**src/rtl/dtube_scan_pkg.sv**
```systemverilog
// Shared encodings and off-level helpers for the digit-tube scan driver.
package dtube_scan_pkg;

  localparam int DTUBE_NUM_DIGITS = 6;

  typedef enum logic [1:0] {
    DSCAN_IDLE  = 2'd0,
    DSCAN_BLANK = 2'd1,
    DSCAN_DRIVE = 2'd2
  } dscan_state_t;

  // Segment bus level that leaves every segment dark
  function automatic logic [7:0] seg_off(input bit active_low);
    return active_low ? 8'hFF : 8'h00;
  endfunction

  // Digit-enable level that leaves every digit dark
  function automatic logic [DTUBE_NUM_DIGITS-1:0] dig_off(input bit active_low);
    return active_low ? {DTUBE_NUM_DIGITS{1'b1}} : {DTUBE_NUM_DIGITS{1'b0}};
  endfunction

endpackage

```
**src/rtl/dtube_scan_timer.sv**
```systemverilog
// Slot cycle counter: counts from 0 until cleared, and flags the last
// cycle of the blank phase and of the drive phase.
module dtube_scan_timer #(
  parameter int SLOT_CYCLES  = 50000,
  parameter int BLANK_CYCLES = 500
) (
  input  logic clk,
  input  logic rst_n,
  input  logic clr,
  output logic blank_tc,
  output logic drive_tc
);

  localparam int CW = $clog2(SLOT_CYCLES);
  localparam logic [CW-1:0] BLANK_LAST = CW'(BLANK_CYCLES - 1);
  localparam logic [CW-1:0] DRIVE_LAST = CW'(SLOT_CYCLES - BLANK_CYCLES - 1);

  logic [CW-1:0] cnt;

  // Free-running phase counter, restarted by the state machine at each phase boundary
  always_ff @(posedge clk or negedge rst_n) begin
    if (!rst_n) begin
      cnt <= '0;
    end else if (clr) begin
      cnt <= '0;
    end else begin
      cnt <= cnt + CW'(1);
    end
  end

  assign blank_tc = (cnt == BLANK_LAST);
  assign drive_tc = (cnt == DRIVE_LAST);

endmodule

```
**src/rtl/dtube_scan.sv**
```systemverilog
// Time-multiplexed six-digit tube scanner: blanks, then drives one digit per
// slot from a per-slot snapshot of its segment pattern.
module dtube_scan
  import dtube_scan_pkg::*;
#(
  parameter int NUM_DIGITS     = DTUBE_NUM_DIGITS,
  parameter int SLOT_CYCLES    = 50000,
  parameter int BLANK_CYCLES   = 500,
  parameter bit SEG_ACTIVE_LOW = 1'b1,
  parameter bit DIG_ACTIVE_LOW = 1'b1
) (
  input  logic                        clk,
  input  logic                        rst_n,
  input  logic                        scan_en,
  input  logic [7:0]                  hex0,
  input  logic [7:0]                  hex1,
  input  logic [7:0]                  hex2,
  input  logic [7:0]                  hex3,
  input  logic [7:0]                  hex4,
  input  logic [7:0]                  hex5,
  output logic [7:0]                  seg_out,
  output logic [DTUBE_NUM_DIGITS-1:0] dig_sel,
  output logic                        frame_done
);

  localparam int IDX_W = $clog2(DTUBE_NUM_DIGITS);
  localparam logic [IDX_W-1:0] LAST_IDX = IDX_W'(DTUBE_NUM_DIGITS - 1);
  localparam logic [7:0] SEG_OFF = seg_off(SEG_ACTIVE_LOW);
  localparam logic [DTUBE_NUM_DIGITS-1:0] DIG_OFF = dig_off(DIG_ACTIVE_LOW);

  if (NUM_DIGITS != DTUBE_NUM_DIGITS || BLANK_CYCLES < 1 || BLANK_CYCLES >= SLOT_CYCLES) begin : g_bad_params
    $error("dtube_scan: need NUM_DIGITS == 6 and 1 <= BLANK_CYCLES < SLOT_CYCLES");
  end

  dscan_state_t     state;
  logic [IDX_W-1:0] idx;
  logic [7:0]       snap;
  logic [7:0]       hex_sel;
  logic             clr;
  logic             blank_tc;
  logic             drive_tc;

  // Incoming pattern is active-low; flip it when the pads want active-high segments
  function automatic logic [7:0] seg_on(input logic [7:0] pat);
    return SEG_ACTIVE_LOW ? pat : ~pat;
  endfunction

  // One-hot enable for the selected digit at the pad polarity
  function automatic logic [DTUBE_NUM_DIGITS-1:0] dig_on(input logic [IDX_W-1:0] sel);
    logic [DTUBE_NUM_DIGITS-1:0] one;
    one = {{(DTUBE_NUM_DIGITS-1){1'b0}}, 1'b1} << sel;
    return DIG_ACTIVE_LOW ? ~one : one;
  endfunction

  dtube_scan_timer #(
    .SLOT_CYCLES (SLOT_CYCLES),
    .BLANK_CYCLES(BLANK_CYCLES)
  ) u_timer (
    .clk     (clk),
    .rst_n   (rst_n),
    .clr     (clr),
    .blank_tc(blank_tc),
    .drive_tc(drive_tc)
  );

  // Pick the pattern of the digit about to be driven
  always_comb begin
    hex_sel = hex0;
    case (idx)
      3'd0:    hex_sel = hex0;
      3'd1:    hex_sel = hex1;
      3'd2:    hex_sel = hex2;
      3'd3:    hex_sel = hex3;
      3'd4:    hex_sel = hex4;
      3'd5:    hex_sel = hex5;
      default: hex_sel = hex0;
    endcase
  end

  // Restart the phase counter whenever a phase ends or scanning is idle
  always_comb begin
    clr = 1'b1;
    case (state)
      DSCAN_BLANK: clr = blank_tc;
      DSCAN_DRIVE: clr = drive_tc;
      default:     clr = 1'b1;
    endcase
    if (!scan_en) clr = 1'b1;
  end

  // Scan state machine with registered segment, digit and frame outputs
  always_ff @(posedge clk or negedge rst_n) begin
    if (!rst_n) begin
      state      <= DSCAN_IDLE;
      idx        <= '0;
      snap       <= 8'hFF;
      seg_out    <= SEG_OFF;
      dig_sel    <= DIG_OFF;
      frame_done <= 1'b0;
    end else begin
      frame_done <= 1'b0;
      if (!scan_en) begin
        state   <= DSCAN_IDLE;
        idx     <= '0;
        seg_out <= SEG_OFF;
        dig_sel <= DIG_OFF;
      end else begin
        case (state)
          DSCAN_IDLE: begin
            state   <= DSCAN_BLANK;
            idx     <= '0;
            seg_out <= SEG_OFF;
            dig_sel <= DIG_OFF;
          end
          DSCAN_BLANK: begin
            seg_out <= SEG_OFF;
            dig_sel <= DIG_OFF;
            if (blank_tc) begin
              snap    <= hex_sel;
              seg_out <= seg_on(hex_sel);
              dig_sel <= dig_on(idx);
              state   <= DSCAN_DRIVE;
            end
          end
          DSCAN_DRIVE: begin
            seg_out <= seg_on(snap);
            dig_sel <= dig_on(idx);
            if (drive_tc) begin
              seg_out <= SEG_OFF;
              dig_sel <= DIG_OFF;
              state   <= DSCAN_BLANK;
              if (idx == LAST_IDX) begin
                idx        <= '0;
                frame_done <= 1'b1;
              end else begin
                idx <= idx + IDX_W'(1);
              end
            end
          end
          default: begin
            state   <= DSCAN_IDLE;
            idx     <= '0;
            seg_out <= SEG_OFF;
            dig_sel <= DIG_OFF;
          end
        endcase
      end
    end
  end

endmodule

```
**config.mk**
```make
export PLATFORM = sky130hd
export DESIGN_NAME = dtube_scan
export DESIGN_NICKNAME = d
export VERILOG_FILES = /design/src/rtl/dtube_scan_pkg.sv /design/src/rtl/dtube_scan_timer.sv /design/src/rtl/dtube_scan.sv
export SDC_FILE = /design/constraint.sdc
export NUM_CORES = 1
export LEC_CHECK = 0
export CAP_MARGIN = 20
export CORE_MARGIN = 2
export CORE_UTILIZATION = 30
export CTS_CLUSTER_DIAMETER = 120
export DETAILED_ROUTE_END_ITERATION = 16
export PLACE_DENSITY = 0.53
export SYNTH_ARGS = -nofsm -noshare
export SYNTH_HDL_FRONTEND = slang
export SYNTH_SLANG_ARGS = --single-unit
```
**constraint.sdc**
```tcl
create_clock -name clk -period 1.7 [get_ports clk]
set_input_delay 0.34 -clock clk [delete_from_list [all_inputs] [get_ports clk]]
set_output_delay 0.34 -clock clk [all_outputs]
set_load 0.02 [all_outputs]
```
**Word-level counts from Yosys, hierarchy flattened**

Index checks and enable logic that the tools add are counted.

- Bits in registers: 44
- Bits of input ports: 51
- Word-level logic and storage cells: 51

- Muxes and demuxes: 24
- Bitwise logic cells: 1
- Eq/ne operators: 12
- Shift-type cells: 1
- Reduce and logical (&&, ||, !) cells: 4
- Add/sub/neg operators: 2

Operators by type and width:

| operator | number |
|---|---|
| $pmux W8 S5 | 1 |
| $mux W8 | 3 |
| $mux W6 | 3 |
| $add A16 B1 Y16 const B | 1 |
| $eq A16 B16 Y1 const B | 1 |
| $eq A16 B9 Y1 const B | 1 |
| $mux W16 | 1 |
| $pmux W8 S2 | 1 |
| $pmux W6 S2 | 1 |
| $mux W3 | 3 |
| $eq A3 B2 Y1 const B | 2 |
| $eq A3 B3 Y1 const B | 2 |
| $mux W2 | 3 |
| $ne A3 B3 Y1 const B | 2 |
| $not A6 Y6 | 1 |
| $pmux W2 S3 | 1 |
| $pmux W3 S2 | 1 |
| $shl A1 B3 Y6 const A | 1 |
| $mux W1 | 5 |
| $reduce_and A2 Y1 | 2 |
| $add A3 B1 Y3 const B | 1 |
| $eq A3 B1 Y1 const B | 1 |
| $reduce_and A3 Y1 | 1 |
| $eq A2 B1 Y1 const B | 1 |
| other kinds (4) | 4 |

**Logic depth before layout (Yosys ltp)**

Gate-level depths: netlist of the first run.

- Word-level depth: 5
- Depth in mapped cells: 8
- Gate-level depth less buffers: 6

**Hierarchy**

From an unflattened synthesis of the first run, not the netlist that was laid out.

- Cell total of the unflattened synthesis: 278
- Area total of the unflattened synthesis: 2562.5 um^2

By module, submodules not included:

| module | sequential area each (um^2) | instances | cells an instance | area each (um^2) |
|---|---|---|---|---|
| dtube_scan | 728.2 | 1 | 190 | 1732.9 |
| dtube_scan_timer | 400.4 | 1 | 88 | 829.5 |

**Least setup slack after synthesis of the first run**

Ideal clock, no wire load.

- Kind: register to register
- Start: register idx[0]
- End: register seg_out[0]
- Cell stages (with the launch flop): 9
- Buffers on the path: 3
- Data required time: 1602 ps
- Slack: -147 ps
- Arrival: 1749 ps
- Cells stage by stage: dfrtp_1 -> buf_2 -> buf_1 -> and2_1 -> ha_1 -> buf_1 -> a22o_1 -> nor3_1 -> o311ai_1

- Longest elaborated chain between the ends: 5

Ends and longest elaborated chain:

| item | line | text |
|---|---|---|
| start: declaration | dtube_scan.sv:36 | `logic [IDX_W-1:0] idx;` |
| start signal: assignment | dtube_scan.sv:136 | `idx <= idx + IDX_W'(1);` |
| $eq A3 B3 Y1, or another cell as far along | dtube_scan.sv:69 | `case (idx)` |
| $pmux W8 S5 * | dtube_scan.sv:69 |  |
| $mux W8 * | dtube_scan.sv:118 | `if (blank_tc) begin` |
| $pmux W8 S2 * | dtube_scan.sv:108 | `case (state)` |
| $mux W8 * | dtube_scan.sv:102 | `if (!scan_en) begin` |
| end signal: assignment | dtube_scan.sv:120 | `seg_out <= seg_on(hex_sel);` |
| end signal: assignment | dtube_scan.sv:126 | `seg_out <= seg_on(snap);` |
| end: declaration | dtube_scan.sv:21 | `output logic [7:0] seg_out,` |

Mark *: on every way between the ends. The rest lies on a longest branch, timed or not.
A chain may end at the register's enable or synchronous reset.

**Worst setup path in the final report of the first run**

- Start: register u_timer.cnt[0]
- End: register seg_out[2]

- Longest elaborated chain between the ends: 4

Ends and longest elaborated chain:

| item | line | text |
|---|---|---|
| start: declaration | dtube_scan_timer.sv:18 | `logic [CW-1:0] cnt;` |
| start signal: assignment | dtube_scan_timer.sv:27 | `cnt <= cnt + CW'(1);` |
| $eq A16 B16 Y1 / $eq A16 B9 Y1 (equally long branches) | dtube_scan_timer.sv:32, dtube_scan_timer.sv:31 |  |
| $mux W8, on equally long branches | dtube_scan.sv:128, dtube_scan.sv:118 |  |
| $pmux W8 S2 * | dtube_scan.sv:108 |  |
| $mux W8 * | dtube_scan.sv:102 |  |

Marked as above.

==> metrics.yaml, run 1 <==
hold_viol_final: 0
synth_edf_count: 0
gp_congestion: 0.7967
yosysWarnings: 0
grt_util_met2_pct: 24.51
start_util_pct: 30.47
cts_inserted_buffers: 5
pwr_density_cell_nw_per_um2: 563.1
ys_async_sr_fraction_pct: 100.0
cts.sinks: 44
synth-seq-area-share_pct: 43.10
cts_tree: "built"
maxCapViolations: 0
antenna_found_initial: 0
p_leak_uw: 0.001535
reg2reg_depth: 6
slew_violations: 0
ys_types: 47
grt_max_degree: 29
core_um2: 8593
htree_levels: 2
avgSynthCellArea_um2: 9.593
syn_area_um2: 2619
gr-usage-met3_pct: 2.230
critPathLaunchType: "flip-flop"
vdd_drop_max_uv: 319.3
grt_first_pass_wirelength_mm: 12.22
wire_per_inst_um: 15.11
synth_flop_cell: "dfstp_2"
grt_pass1_vias: 2511
routed-via-count: 2459
grt_setup_unrepaired: "true"
boundaryPins: 66
overflow: 0
drt-initial-drc-count: 78
yosysMostFrequentCell: "nor2_1"
outcome: "finished, violations left"
fmax_mhz: 572.6
final_area_um2: 4080
worstMarginPinSlew_ns: 0.4230
setup_ws_ns: -0.04639
setup_viol: 26
ys_seq_elements: 44
die_w_um: 97.43
nNetsFinal: 440
max_slew_margin_pct: 71.80
end_kind: "flip-flop"
antenna_left: 0
tns_ns: -0.6550
drc: 0
crit_type: "flip-flop to flip-flop"
finalCritPeriodShare_pct: 102.7
dieArea_um2: 9493
failed_checks: "setup timing"
synth_top_cell_area_share_pct: 22.07
path_max_fanout: 8
grt_usage_pct: 15.65
firstDrtPassIters: 4
synthTopCellsByArea: "dfstp_2 22%, dfrtp_1 21%, nor2_1 4.7%"
place_hpwl_mm: 5.609
crit_arrival_ns: 1.96
cts.root.buffer_cell: "clkbuf_8"
syn_to_final_growth_pct: 55.80
vias_per_cell: 5.008
synth_top_area_cell: "dfstp_2"
min_path_type: "input pin to asynchronous set/reset pin"
antenna_cells: 0
preCtsSetupSlack_ns: -0.1187
cts-root-to-sink-buffers: 2
ys_top_cells_by_count: "33 x nor2_1, 22 x dfrtp_1, 22 x dfstp_2"
clk_pin_slew_ns: 0.09
die_h_um: 97.43
placedInstanceArea_um2: 3742
grtUsageMet1_pct: 22.42
syn_nets: 331
numPortBuffers: 65
synth_cells: 273
final_layout_size_suffix_gt1_share_pct: 31.85
worstPathRequired_ns: 1.91
fin_skew_ns: 0.008106
period_needed_ns: 1.746
fillers: 826
routed_wl_mm: 7.419
clock_latency_ns: 0.29
busiest_layer: "met2"
row_count: 34
## critical path, cell delays in order, from the launching register on
cell,delay (ns)
dfrtp_1,0.37
ha_2,0.18
nor4b_4,0.29
nand4_4,0.20
a221oi_4,0.32
buf_6,0.19
o311ai_1,0.11
## timing repair
item,CTS,global route
hold buffers,1,0
setup buffers,3,2
setup endpoints to repair,51,43
pin swaps,2,9
endpoints found under the hold margin,12,0
resized for setup,29,35
## final cells by class
type                    instances  area [µm²]  area share (%)
flip-flops and latches         44        1129           27.66
well taps                     108       135.1           3.312
inverters                      13       52.55           1.288
repair buffers                119        1116           27.35
multi-input cells             199        1554           38.09
clock inverters                 1       7.507          0.1840
clock buffers                   7       86.33           2.116
## report_power, final
group | internal, µW | switching [µW]
combinational | 244 | 228
clock | 331 | 366
sequential | 1110 | 20.0
## state kept, by name, summed over array words and instances, names as in the netlist
signal       count
u_timer.cnt     16
idx              3
snap             8
frame_done       1
state            2
seg_out          8
dig_sel          6
## cells in the final DEF (no fill, tap or decap), types with 7 or more instances in the layout
cell and n:
dlygate4sd2_1 14, xnor2_1 13, a211oi_1 7, nor3_2 7
nand2_1 18, o21ai_0 7, mux2i_1 9, dfrtp_1 22
buf_4 42, a22o_1 8, inv_1 12, o21ai_1 7
a21oi_1 10, dfstp_2 22, nor3_1 8, nor2_1 32
clkdlybuf4s50_1 50
## kinds of logic (layout without fill, tap and decap cells)
kind of cell	after synthesis	count (layout)	synth area share, %
adder cells (fa/ha/maj)	7	7	3.344
AO/OA/AOI/OAI	71	71	19.73
multiplexers	10	10	3.870
buffers and inverters	30	140	5.065
AND/OR/NAND/NOR	97	97	20.21
XOR/XNOR	14	14	4.682
flip-flops	44	44	43.10
## final timing paths
kind                           startpoint              to  slack (ns)
setup / recovery           u_timer.cnt[0]      seg_out[2]       -0.05
hold / removal                      rst_n  u_timer.cnt[4]        0.50
setup reg to reg           u_timer.cnt[0]      seg_out[2]       -0.05
hold reg to reg                   snap[1]         snap[1]        0.51
max in group asynchronous           rst_n      dig_sel[3]        0.62
min in group clk                  snap[1]         snap[1]        0.51
## through the flow
step	instances	hold slack, ns	util (%)	power (µW)
3_3_place_gp	477	0.3075	43.55	1582
3_5_place_dp	477	0.3026	43.55	1585
6_report	491	0.5040	47.48	2297
4_1_cts	489	0.5006	45.79	2314
5_1_grt	491	0.5261	47.48	2412
2_1_floorplan	273	0.04441	-	1306
## layer usage
layer,vias to the layer above,part of all wire [%]
li1,1209,-
met1,1181,47
met2,63,48
met3,6,4.0
met4,0,1.1
met5,-,0
Power figures use the tool's default switching activity.
==> inputs of run 2 (changes only) <==
==> constraint.sdc (replaced) <==
create_clock -name clk -period 1.6 [get_ports clk]
set_input_delay 0.32 -clock clk [delete_from_list [all_inputs] [get_ports clk]]
set_output_delay 0.32 -clock clk [all_outputs]
set_load 0.02 [all_outputs]
==> run 2 against run 1 <==
Sequential cell count did not move. Wire length grew 5.3%. Sequential power grew 6%. Fmax about the same. Clock power grew 3%. Largest cell class unchanged. Critical endpoint is now u_timer.cnt[3]. The flow still finishes with violations (setup timing).
==> metrics.yaml, run 2 (synthesis results as in run 1) <==
outcome: "finished, violations left"
failed_checks: "setup timing"
cts-root-to-sink-buffers: 2
routed-via-count: 2549
setup_ws_ns: -0.1465
placedInstanceArea_um2: 3854
gp_congestion: 0.8150
pwr_density_cell_nw_per_um2: 570.2
grt_setup_unrepaired: "true"
syn_to_final_growth_pct: 60.87
setup_viol: 40
clk_pin_slew_ns: 0.08
drc: 0
cts_inserted_buffers: 5
r2r-end: "u_timer.cnt[3]"
largest-register: "u_timer.cnt"
slowest_stage: "dfrtp_1"
cts.sinks: 44
dieArea_um2: 9493
maxCapViolations: 0
final_area_um2: 4213
fin_skew_ns: 0.006268
path_max_fanout: 16
cts_tree: "built"
cts.root.buffer_cell: "clkbuf_8"
overflow: 0
rr_startpoint: "state[1]"
final_layout_size_suffix_gt1_share_pct: 35.11
crit_type: "flip-flop to flip-flop"
fillers: 794
grt_max_degree: 29
crit_arrival_ns: 1.92
finalCritPeriodShare_pct: 109.2
grt_first_pass_wirelength_mm: 12.99
end_kind: "flip-flop"
multi_input_area_um2: 1599
numPortBuffers: 65
antenna_found_initial: 0
die_w_um: 97.43
grt_pass1_vias: 2542
r2r_setup_slack_ns: -0.15
nNetsFinal: 450
fmax_mhz: 572.6
regArea_um2: 1129
drt-initial-drc-count: 87
p_leak_uw: 0.001664
worstPathRequired_ns: 1.78
period_needed_ns: 1.746
min_path_type: "input pin to asynchronous set/reset pin"
worstMarginPinSlew_ns: 0.4258
wire_per_inst_um: 15.59
vias_per_cell: 5.088
start_util_pct: 30.47
hold_viol_final: 0
place_hpwl_mm: 5.839
antenna_left: 0
power_uw: 2402
crit_chain: "inv_1, ha_1, buf_4, clkinvlp_4, o221ai_4, buf_12, nor2_1"
core_um2: 8593
slew_violations: 0
max_stage_delay_ns: 0.42
firstDrtPassIters: 4
largest_reg_flops: 16
row_count: 34
antenna_cells: 0
final_cell_mix: "53 x buf_4, 49 x clkdlybuf4s50_1, 33 x nor2_1, 22 x dfstp_2, 22 x dfrtp_1"
crit_buf_inv: 4
clock_latency_ns: 0.29
vdd_drop_max_uv: 342.9
reg2reg_depth: 7
htree_levels: 2
critPathTopFamily: "buffers and inverters"
die_h_um: 97.43
grt_usage_pct: 16.67
boundaryPins: 66
reg.largest.list: "u_timer.cnt x16, seg_out x8, snap x8"
final_common_cell: "buf_4"
routed_wl_mm: 7.812
critPathLaunchType: "flip-flop"
max_slew_margin_pct: 71.62
run 2: timing repair:
item / 4_1_cts / 5_1_grt
endpoints found under the setup margin: 56 / 45
gates resized for setup: 49 / 16
pin swaps: 10 / 2
endpoints found under the hold margin: 16 / 0
setup buffers: 7 / 0
hold buffers: 1 / 0
cloned: 0 / 0
run 2: how the worst max path moves through the flow:
stage | to | start | slack [ns] | depth (start not counted)
2_1_floorplan | idx[1] | u_timer.cnt[0] | -0.09 | 6
3_3_place_gp | seg_out[3] | u_timer.cnt[1] | -0.52 | 5
3_5_place_dp | seg_out[6] | u_timer.cnt[0] | -0.55 | 5
4_1_cts | idx[1] | u_timer.cnt[0] | -0.16 | 6
5_1_grt | snap[2] | u_timer.cnt[0] | -0.24 | 6
6_report | u_timer.cnt[3] | state[1] | -0.15 | 7
run 2: area by class of cell:
type,instances,area share (%)
clock buffers,8,2.138
multi-input cells,199,37.96
repair buffers,129,28.66
well taps,108,3.208
flip-flops and latches,44,26.79
inverters,13,1.247
run 2: power breakdown:
group / leakage [µW] / internal, µW / switching, µW / total [µW]
Combinational: 0.00108 / 245 / 246 / 491
Sequential: 0.000535 / 1180 / 16.9 / 1200
Clock: 0.0000455 / 353 / 364 / 717
Total: 0.00166 / 1780 / 627 / 2400
run 2: per-stage QoR:
stage	hold WS, ns	worst slack (ns)	utilization, %	setup TNS, ns	cells
global placement	0.2793	-0.5225	44.85	-10.00	485
finish	0.5098	-0.1465	49.02	-4.108	501
detailed placement	0.2852	-0.5483	44.85	-10.98	485
floorplan	0.02441	-0.09035	-	-1.801	273
global route	0.5200	-0.2381	49.02	-8.530	501
CTS	0.5201	-0.1588	48.02	-3.486	501
run 2: per-layer routing:
metal  vias up  share of wire (%)  global-route usage, %
li1       1229                  -                      -
met1      1261                 48                  23.47
met2        57                 48                  26.95
met3         2                3.6                  3.237
met4         0               0.45                  3.205
met5         -                  0                      0
